**src/rtl/action_selector_if.sv**
```systemverilog
// Decision-request / Q-table-read bundle between the agent controller and action_selector.
// master = the selector itself; slave = the environment (controller plus Q-table).
interface action_selector_if #(
    parameter int unsigned QW = 16
) ();
    logic          start;
    logic [5:0]    current_state;
    logic          q_rd_en;
    logic [7:0]    q_rd_addr;
    logic [QW-1:0] q_rd_data;
    logic [3:0]    next_action;
    logic          action_valid;
    logic          explored;
    logic          busy;

    modport master (
        input  start, current_state, q_rd_data,
        output q_rd_en, q_rd_addr, next_action, action_valid, explored, busy
    );

    modport slave (
        output start, current_state, q_rd_data,
        input  q_rd_en, q_rd_addr, next_action, action_valid, explored, busy
    );
endinterface

```
**src/rtl/action_selector.sv**
```systemverilog
// Epsilon-greedy action chooser: reads the four Q-values for the current state,
// then emits either the signed argmax or an LFSR-drawn random action.
module action_selector #(
    parameter int unsigned QW         = 16,
    parameter logic [7:0]  EPS_THRESH = 8'd26,
    parameter logic [15:0] LFSR_SEED  = 16'hACE1
) (
    input  logic              clk,
    input  logic              rst_n,
    action_selector_if.master bus
);
    typedef enum logic [1:0] {S_IDLE, S_READ, S_DRAIN, S_DONE} state_t;

    state_t               r_fsm;
    logic [15:0]          r_lfsr;
    logic [5:0]           r_state;
    logic [1:0]           r_k;
    logic                 r_explore;
    logic [1:0]           r_rand;
    logic signed [QW-1:0] r_max;
    logic [1:0]           r_arg;
    logic                 r_q_rd_en;
    logic [7:0]           r_q_rd_addr;
    logic [3:0]           r_next_action;
    logic                 r_action_valid;
    logic                 r_explored;
    logic                 r_busy;

    logic [15:0]          w_lfsr_next;
    logic                 w_state_ok;
    logic signed [QW-1:0] w_q;
    logic                 w_gt;
    logic [1:0]           w_k_inc;
    logic [1:0]           w_k_dec;
    logic [1:0]           w_final_arg;

    // Fibonacci LFSR, taps 16,14,13,11
    assign w_lfsr_next = {r_lfsr[14:0], r_lfsr[15] ^ r_lfsr[13] ^ r_lfsr[12] ^ r_lfsr[10]};
    assign w_state_ok  = (bus.current_state >= 6'd1) && (bus.current_state <= 6'd25);
    assign w_q         = $signed(bus.q_rd_data);
    assign w_gt        = w_q > r_max;
    assign w_k_inc     = r_k + 2'd1;
    assign w_k_dec     = r_k - 2'd1;
    // DRAIN folds the action-3 sample straight into the result instead of spending a cycle
    assign w_final_arg = w_gt ? 2'd3 : r_arg;

    always_ff @(posedge clk or negedge rst_n) begin
        if (!rst_n) begin
            r_fsm          <= S_IDLE;
            r_lfsr         <= LFSR_SEED;
            r_state        <= '0;
            r_k            <= '0;
            r_explore      <= 1'b0;
            r_rand         <= '0;
            r_max          <= '0;
            r_arg          <= '0;
            r_q_rd_en      <= 1'b0;
            r_q_rd_addr    <= '0;
            r_next_action  <= 4'hF;
            r_action_valid <= 1'b0;
            r_explored     <= 1'b0;
            r_busy         <= 1'b0;
        end else begin
            r_action_valid <= 1'b0;
            case (r_fsm)
                S_IDLE: begin
                    if (bus.start) begin
                        r_lfsr <= w_lfsr_next;
                        r_busy <= 1'b1;
                        if (w_state_ok) begin
                            r_state     <= bus.current_state;
                            r_explore   <= (w_lfsr_next[7:0] < EPS_THRESH);
                            r_rand      <= w_lfsr_next[9:8];
                            r_k         <= '0;
                            r_q_rd_en   <= 1'b1;
                            r_q_rd_addr <= {bus.current_state, 2'd0};
                            r_fsm       <= S_READ;
                        end else begin
                            r_next_action  <= 4'hF;
                            r_explored     <= 1'b0;
                            r_action_valid <= 1'b1;
                            r_fsm          <= S_DONE;
                        end
                    end
                end
                S_READ: begin
                    // data for read k-1 arrives while read k is being issued
                    if (r_k == 2'd1) begin
                        r_max <= w_q;
                        r_arg <= 2'd0;
                    end else if (r_k != 2'd0 && w_gt) begin
                        r_max <= w_q;
                        r_arg <= w_k_dec;
                    end
                    if (r_k == 2'd3) begin
                        r_q_rd_en <= 1'b0;
                        r_fsm     <= S_DRAIN;
                    end else begin
                        r_k         <= w_k_inc;
                        r_q_rd_addr <= {r_state, w_k_inc};
                    end
                end
                S_DRAIN: begin
                    r_next_action  <= {2'b00, (r_explore ? r_rand : w_final_arg)};
                    r_explored     <= r_explore;
                    r_action_valid <= 1'b1;
                    r_fsm          <= S_DONE;
                end
                S_DONE: begin
                    r_busy <= 1'b0;
                    r_fsm  <= S_IDLE;
                end
                default: r_fsm <= S_IDLE;
            endcase
        end
    end

    assign bus.q_rd_en      = r_q_rd_en;
    assign bus.q_rd_addr    = r_q_rd_addr;
    assign bus.next_action  = r_next_action;
    assign bus.action_valid = r_action_valid;
    assign bus.explored     = r_explored;
    assign bus.busy         = r_busy;
endmodule

```
**src/flat_wrapper.sv**
```systemverilog
// flat-port wrapper written by rule: the top's interface ports become plain ports
module action_selector_flat 
#(
    parameter int unsigned QW         = 16,
    parameter logic [7:0]  EPS_THRESH = 8'd26,
    parameter logic [15:0] LFSR_SEED  = 16'hACE1
)
  (clk, rst_n, bus_start, bus_current_state, bus_q_rd_data, bus_q_rd_en, bus_q_rd_addr, bus_next_action, bus_action_valid, bus_explored, bus_busy);
  action_selector_if #(.QW(QW)) bus_i ();
  input  logic clk;
  input  logic rst_n;
  input wire logic [$bits(bus_i.start)-1:0] bus_start;
  input wire logic [$bits(bus_i.current_state)-1:0] bus_current_state;
  input wire logic [$bits(bus_i.q_rd_data)-1:0] bus_q_rd_data;
  output wire logic [$bits(bus_i.q_rd_en)-1:0] bus_q_rd_en;
  output wire logic [$bits(bus_i.q_rd_addr)-1:0] bus_q_rd_addr;
  output wire logic [$bits(bus_i.next_action)-1:0] bus_next_action;
  output wire logic [$bits(bus_i.action_valid)-1:0] bus_action_valid;
  output wire logic [$bits(bus_i.explored)-1:0] bus_explored;
  output wire logic [$bits(bus_i.busy)-1:0] bus_busy;
  assign bus_i.start = bus_start;
  assign bus_i.current_state = bus_current_state;
  assign bus_i.q_rd_data = bus_q_rd_data;
  assign bus_q_rd_en = bus_i.q_rd_en;
  assign bus_q_rd_addr = bus_i.q_rd_addr;
  assign bus_next_action = bus_i.next_action;
  assign bus_action_valid = bus_i.action_valid;
  assign bus_explored = bus_i.explored;
  assign bus_busy = bus_i.busy;
  action_selector #(.QW(QW), .EPS_THRESH(EPS_THRESH), .LFSR_SEED(LFSR_SEED)) u_core (.clk(clk), .rst_n(rst_n), .bus(bus_i));
endmodule
```
**config.mk**
```make
export PLATFORM = sky130hd
export DESIGN_NAME = action_selector_flat
export DESIGN_NICKNAME = d
export VERILOG_FILES = /design/src/rtl/action_selector_if.sv /design/src/rtl/action_selector.sv /design/src/flat_wrapper.sv
export SDC_FILE = /design/constraint.sdc
export NUM_CORES = 1
export LEC_CHECK = 0
export ABC_AREA = 1
export BUFFER_PORTS_ARGS = -buffer_cell sky130_fd_sc_hd__buf_2
export CORE_ASPECT_RATIO = 1.4
export CORE_UTILIZATION = 30
export CTS_BUF_LIST = sky130_fd_sc_hd__clkbuf_4 sky130_fd_sc_hd__clkbuf_8
export DETAILED_ROUTE_END_ITERATION = 10
export PLACE_DENSITY = 0.51
export SYNTH_ARGS = -nofsm -noshare
export SYNTH_HDL_FRONTEND = slang
export SYNTH_SLANG_ARGS = --single-unit
export TNS_END_PERCENT = 30
```
**constraint.sdc**
```tcl
create_clock -name clk -period 1.7 [get_ports clk]
set_input_delay 0.255 -clock clk [delete_from_list [all_inputs] [get_ports clk]]
set_output_delay 0.255 -clock clk [all_outputs]
set_load 0.1 [all_outputs]
```
Word level (Yosys, flattened, before mapping)
Index checks and enable logic that the tools add are counted.
{ "totals": {"input_bits": 25, "latch_bits": 0, "output_inout_bits": 16, "ff_bits": 63, "n_memories": 0, "mem_bits_ro": 0, "wordCells": 82, "ramBits": 0} }
{ "op_classes": {"n_shift": 0, "n_addsub": 2, "bitwise_logic": 3, "reduce_logical": 16, "n_mux": 33, "n_lt_le_gt_ge": 4, "div": 0, "eq_ne": 10, "multipliers": 0} }
{ "ops": {"columns": ["cell", "count"], "rows": [
  ["2-to-1 mux 16 bit", 2],
  ["2-to-1 mux 8 bit", 3],
  ["2-to-1 mux 2 bit", 10],
  ["greater-than comparator 16 bit", 1],
  ["one-hot mux 8 bit (2 select lines)", 1],
  ["nonzero test 2 bit", 5],
  ["less-than comparator 8 x 5 -> 1 bit (second input constant)", 1],
  ["2-to-1 mux 1 bit", 8],
  ["2-to-1 mux 4 bit", 2],
  ["one-hot mux 1 bit (2 select lines)", 4],
  ["one-hot mux 2 bit (4 select lines)", 1],
  ["one-hot mux 4 bit (2 select lines)", 1],
  ["AND reduction 2 bit", 4],
  ["AND reduction 4 bit", 2],
  ["equality test 2 bit (second input constant)", 3],
  [">= comparator 6 x 1 -> 1 bit (second input constant)", 1],
  ["<= comparator 6 x 5 -> 1 bit (second input constant)", 1],
  ["!= test 2 bit (second input constant)", 3],
  ["AND reduction 3 bit", 2],
  ["equality test 2 x 1 -> 1 bit (second input constant)", 2],
  ["!= test 2 x 1 -> 1 bit (second input constant)", 2],
  ["one-hot mux 2 bit (2 select lines)", 1],
  ["XOR 1 bit", 3],
  ["adder 2 x 1 -> 2 bit (second input constant)", 1],
  ["3 further kinds", 4]
]} }

Depth between registers and ports, before layout
{ "depth": {"word_depth": 5, "mapped_depth": 18, "mapped_depth_nobuf": 17} }

Least setup slack after synthesis
OpenSTA, ideal clock, no wires.
{ "synth_timing": {"path_kind": "reg2reg", "from": "register, netlist name u_core.bus.q_rd_addr[1]", "to": "register u_core.r_arg[0]", "synth_period_minus_slack_ns": 1.964, "setup_time_ns": 0.117, "setup_slack_ns": -0.264, "stages_incl_launch_ff": 7, "required_ns": 1.583, "arrival_ns": 1.847, "cell_sequence": "dfrtp_1 > inv_1 > a21oi_4 > nand2_4 > buf_6 > nand2_1 > nand2_1"} }
{ "synth_lines": {"columns": ["element", "line", "source"], "rows": [
  ["end signal, assigned", "action_selector.sv:93", "r_arg <= w_k_dec;"],
  ["end, declared", "action_selector.sv:21", "logic [1:0] r_arg;"]
]} }

Worst setup path in the final report
{ "layout_timing": {"from": "register u_core.r_max[11]", "to": "register u_core.r_arg[0]"} }
{ "layout_between": {"elab_chain_cells": 4} }
{ "layout_rtl": {"columns": ["element", "line", "source"], "rows": [
  ["start, declared", "action_selector.sv:20", "logic signed [QW-1:0] r_max;"],
  ["start signal, assigned", "action_selector.sv:89", "r_max <= w_q;"],
  ["start signal, assigned", "action_selector.sv:92", "r_max <= w_q;"],
  ["greater-than comparator 16 bit", "action_selector.sv:41", "assign w_gt = w_q > r_max;"],
  ["logical AND 1 bit", "action_selector.sv:91", "end else if (r_k != 2'd0 && w_gt) begin"],
  ["nonzero test 2 bit (no line)", null, null],
  ["AND reduction 2 bit (no line)", null, null]
]} }
Every way passes these cells.
A chain may end at the register's enable or synchronous reset.

==> qor.txt <==
Largest family of logic cells by synthesized area - simple AND/OR/NAND/NOR gates
Max Slew Vio Count - 0
H-tree level count - 3
Num rows - 43
Tot Pwr - 8.20 mW
Min cycle time layout - 1.85 ns
Ranking of synthesized cells by area - dfrtp_1 (40%), nand2_1 (14%), dfstp_2 (9.4%), ha_1 (8.9%), inv_1 (5.8%)
Status - complete, but fails checks
Post-Syn Area - 0.00309 sq mm
Residual DRC - 0
Critical path cell sequence - inv_2 -> ha_4 -> nand4_1 -> nor3_4 -> nand2_2 -> nand2_2 -> nand2_2 -> nand3_4 -> nand2_8 -> clkbuf_16 -> nand3_1 -> nand2_1
Hpwl dp - 5.03 mm
Vias in the first global route - 2567
Yosys cell types - 29
Cell type with the largest total area after synthesis - dfrtp_1
Share of the synthesized area in the top cell type - 39.7%
Total die area - 0.0107 sq mm
Clock slew at reported path FFs - 0.07 ns
Clock Skew - 0.00726 ns
Synth Area in Simple Gates - 23.3%
Total GRT Usage - 14.6%
Vias - 2664
Max-slew headroom - 62.0%
Sequential Area - 0.00152 sq mm
Max Cap Viol - 0
EDFF count, synth - 0
Worst-Margin Slew - 0.567 ns
Clock sink total - 60
Sequential Power Share - 30.5%
Initial antenna violation count - 0
Max VDD drop - 0.835 mV
Mapped Cells - 366
# IOs - 41
Crit path arrival time - 2.09 ns
Asr flop ratio synth - 100%
Root buffer cell - clkbuf_8
Clock power frac - 13.8%
Antenna Violating Nets Remaining - 0
Complex-gate fraction of the synthesized area - 9.80%
Max clock buf depth - 2
Worst setup path category - flop to flop
First-pass GRT wire length - 11.9 mm
Fill count - 1026
Die W - 87.8 um
CP dominant cell by count - nand2_2
Crit path launch type - flop
Sw Ratio - 48.3%
CP max-delay cell - dfrtp_1
Final Net Count - 499
Crit path max fanout - 5
Routability Congestion - 0.754
Total grt overflow - 0
Fin Setup TNS - -2.44 ns
Avg WL per Cell - 12.3 um
Post-synth top cells - nand2_1 (117), dfrtp_1 (49), inv_1 (48)
Synth Register Bits - 60
CTS tree - yes
Layout area overhead - 36.1%
Highest Clock Rate - 0.540 GHz
TritonRoute pass-1 iters - 4
IO buf count - 40
P_leak - 2.09 nW
Comb pwr share - 55.7%
Post-synthesis sequential area ratio - 49.0%
Core area - 0.00995 sq mm
Failing checks - negative setup slack
TritonCTS buffer count - 9
# setup viols final - 20
Final Hold Vio Count - 0
Post-Synth XOR/XNOR Area - 0.851%
Syn avg cell area - 8.44 sq um
PwrDens - 1950 mW/mm^2
Multi-input logic area - 0.00158 sq mm
Fin crit share - 109%
Internal - 4.24 mW
Yosys warnings - 0
WL final - 7.29 mm
Largest net degree at the start of global routing - 47
Adder-Cell Fraction of Synth Area - 8.91%
Initial DRC Count - 109
Initial Utilization - 31.0%
Mux contribution to synthesized area - 0%
Dominant synthesized flop cell - dfrtp_1
Layout cells sized above 1 - 34.6%
Count leader, synth - nand2_1
Detailed-route vias per instance - 4.50
Req. time, crit path - 1.94 ns
Switch Pwr - 3.96 mW
Hold slack final - 0.152 ns
CP peak stage delay - 0.37 ns
Mapped Nets - 413
Unrepaired setup endpoints after global routing - true
Clock latency on the worst-skew pair - 0.34 ns
Die Y - 122 um
CP endpoint kind - flop
Number of antenna diodes - 0
PnR worst setup slack - -0.153 ns
Hold Crit Class - input pin to flop
[through the flow]
step / std cells / utilization [%] / setup slack, ns / cell area (sq um)
after floorplan: 366 / - / -0.0545 / 3100
after global placement: 564 / 36.9 / -0.124 / 3670
after detailed placement: 564 / 36.9 / -0.129 / 3670
after CTS: 584 / 40.1 / -0.111 / 3990
after global routing: 592 / 42.3 / -0.286 / 4210
final: 592 / 42.3 / -0.153 / 4210
[worst max-delay path: cells and delay by family (launching register included)]
kind / cells / cell delay [ns]
buffers and inverters: 2 / 0.23
DFF: 1 / 0.37
and+or+nand+nor: 9 / 0.89
adders and majority gates: 1 / 0.27
[placed cells by master, fill, tap and decap left out, drive strengths merged]
cell,n
nand2,120
a211oi,1
nand3,25
o22ai,2
nand3b,2
a22oi,1
clkinvlp,1
o41ai,1
nor2,23
clkbuf,12
buf,82
nor3,1
inv,48
dlygate4sd3,1
a21oi,11
ha,22
dfstp,11
nand4,2
dfrtp,49
o21ai,26
o211ai,1
a31oi,6
xnor2,3
clkinv,5
a21o,1
[layer usage]
metal,vias up,wire [um],global-route usage (%)
li1,1343,-,-
met1,1269,3140,16.6
met2,40,3740,25.3
met3,12,249,3.52
met4,0,155,7.17
met5,-,0,0
[final cells by class]
class / instances / share of cell area, %
repair buffers: 84 / 13.8
clock inverters: 5 / 0.655
well taps: 135 / 4.02
clock buffers: 11 / 3.45
inverters: 49 / 4.37
flip-flops and latches: 60 / 36.1
multi-input cells: 248 / 37.6
[power by group through the flow]
stage,Combinational [mW],Sequential [mW],Clock [mW]
2_1_floorplan,1.89,3.61,0
3_3_place_gp,3.96,2.49,0
3_5_place_dp,4.00,2.50,0
4_1_cts,4.22,2.49,1.18
5_1_grt,5.04,2.57,1.23
6_report,4.57,2.50,1.13
[what timing repair did]
action	CTS	global route
pin swaps	1	5
setup buffers	2	7
hold endpoints to repair	14	0
gates resized for setup	22	28
setup endpoints to repair	25	37
hold buffers	1	0
gates cloned	1	1
[state kept, by name (all words and copies together) (netlist names)]
signal	flops
u_core.bus.explored	1
u_core.r_rand	2
u_core.bus.busy	1
u_core.r_lfsr	16
u_core.r_max	16
u_core.bus.q_rd_en	1
u_core.bus.q_rd_addr	8
u_core.bus.action_valid	1
u_core.r_explore	1
u_core.r_state	6
u_core.r_arg	2
u_core.r_fsm	2
u_core.bus.next_action	3
[worst paths after layout]
path | startpoint | to | slack [ns] | cells after the start
max | u_core.r_max[11] | u_core.r_arg[0] | -0.15 | 12
min | bus_current_state[1] | u_core.r_state[1] | 0.15 | 3
max reg2reg | u_core.r_max[11] | u_core.r_arg[0] | -0.15 | 12
min reg2reg | u_core.r_max[12] | u_core.r_max[12] | 0.47 | 2
max in group asynchronous | rst_n | u_core.r_lfsr[5] | 0.69 | 3
min in group asynchronous | rst_n | u_core.r_max[1] | 0.38 | 2
[cell families after synthesis]
| kind of cell | count (synthesis) |
|---|---|
| simple gates | 172 |
| compound gates | 50 |
| flops | 60 |
| xor+xnor | 3 |
| fa+ha+maj | 22 |
| buf+inv | 59 |
(Power assumes the default switching activity.)
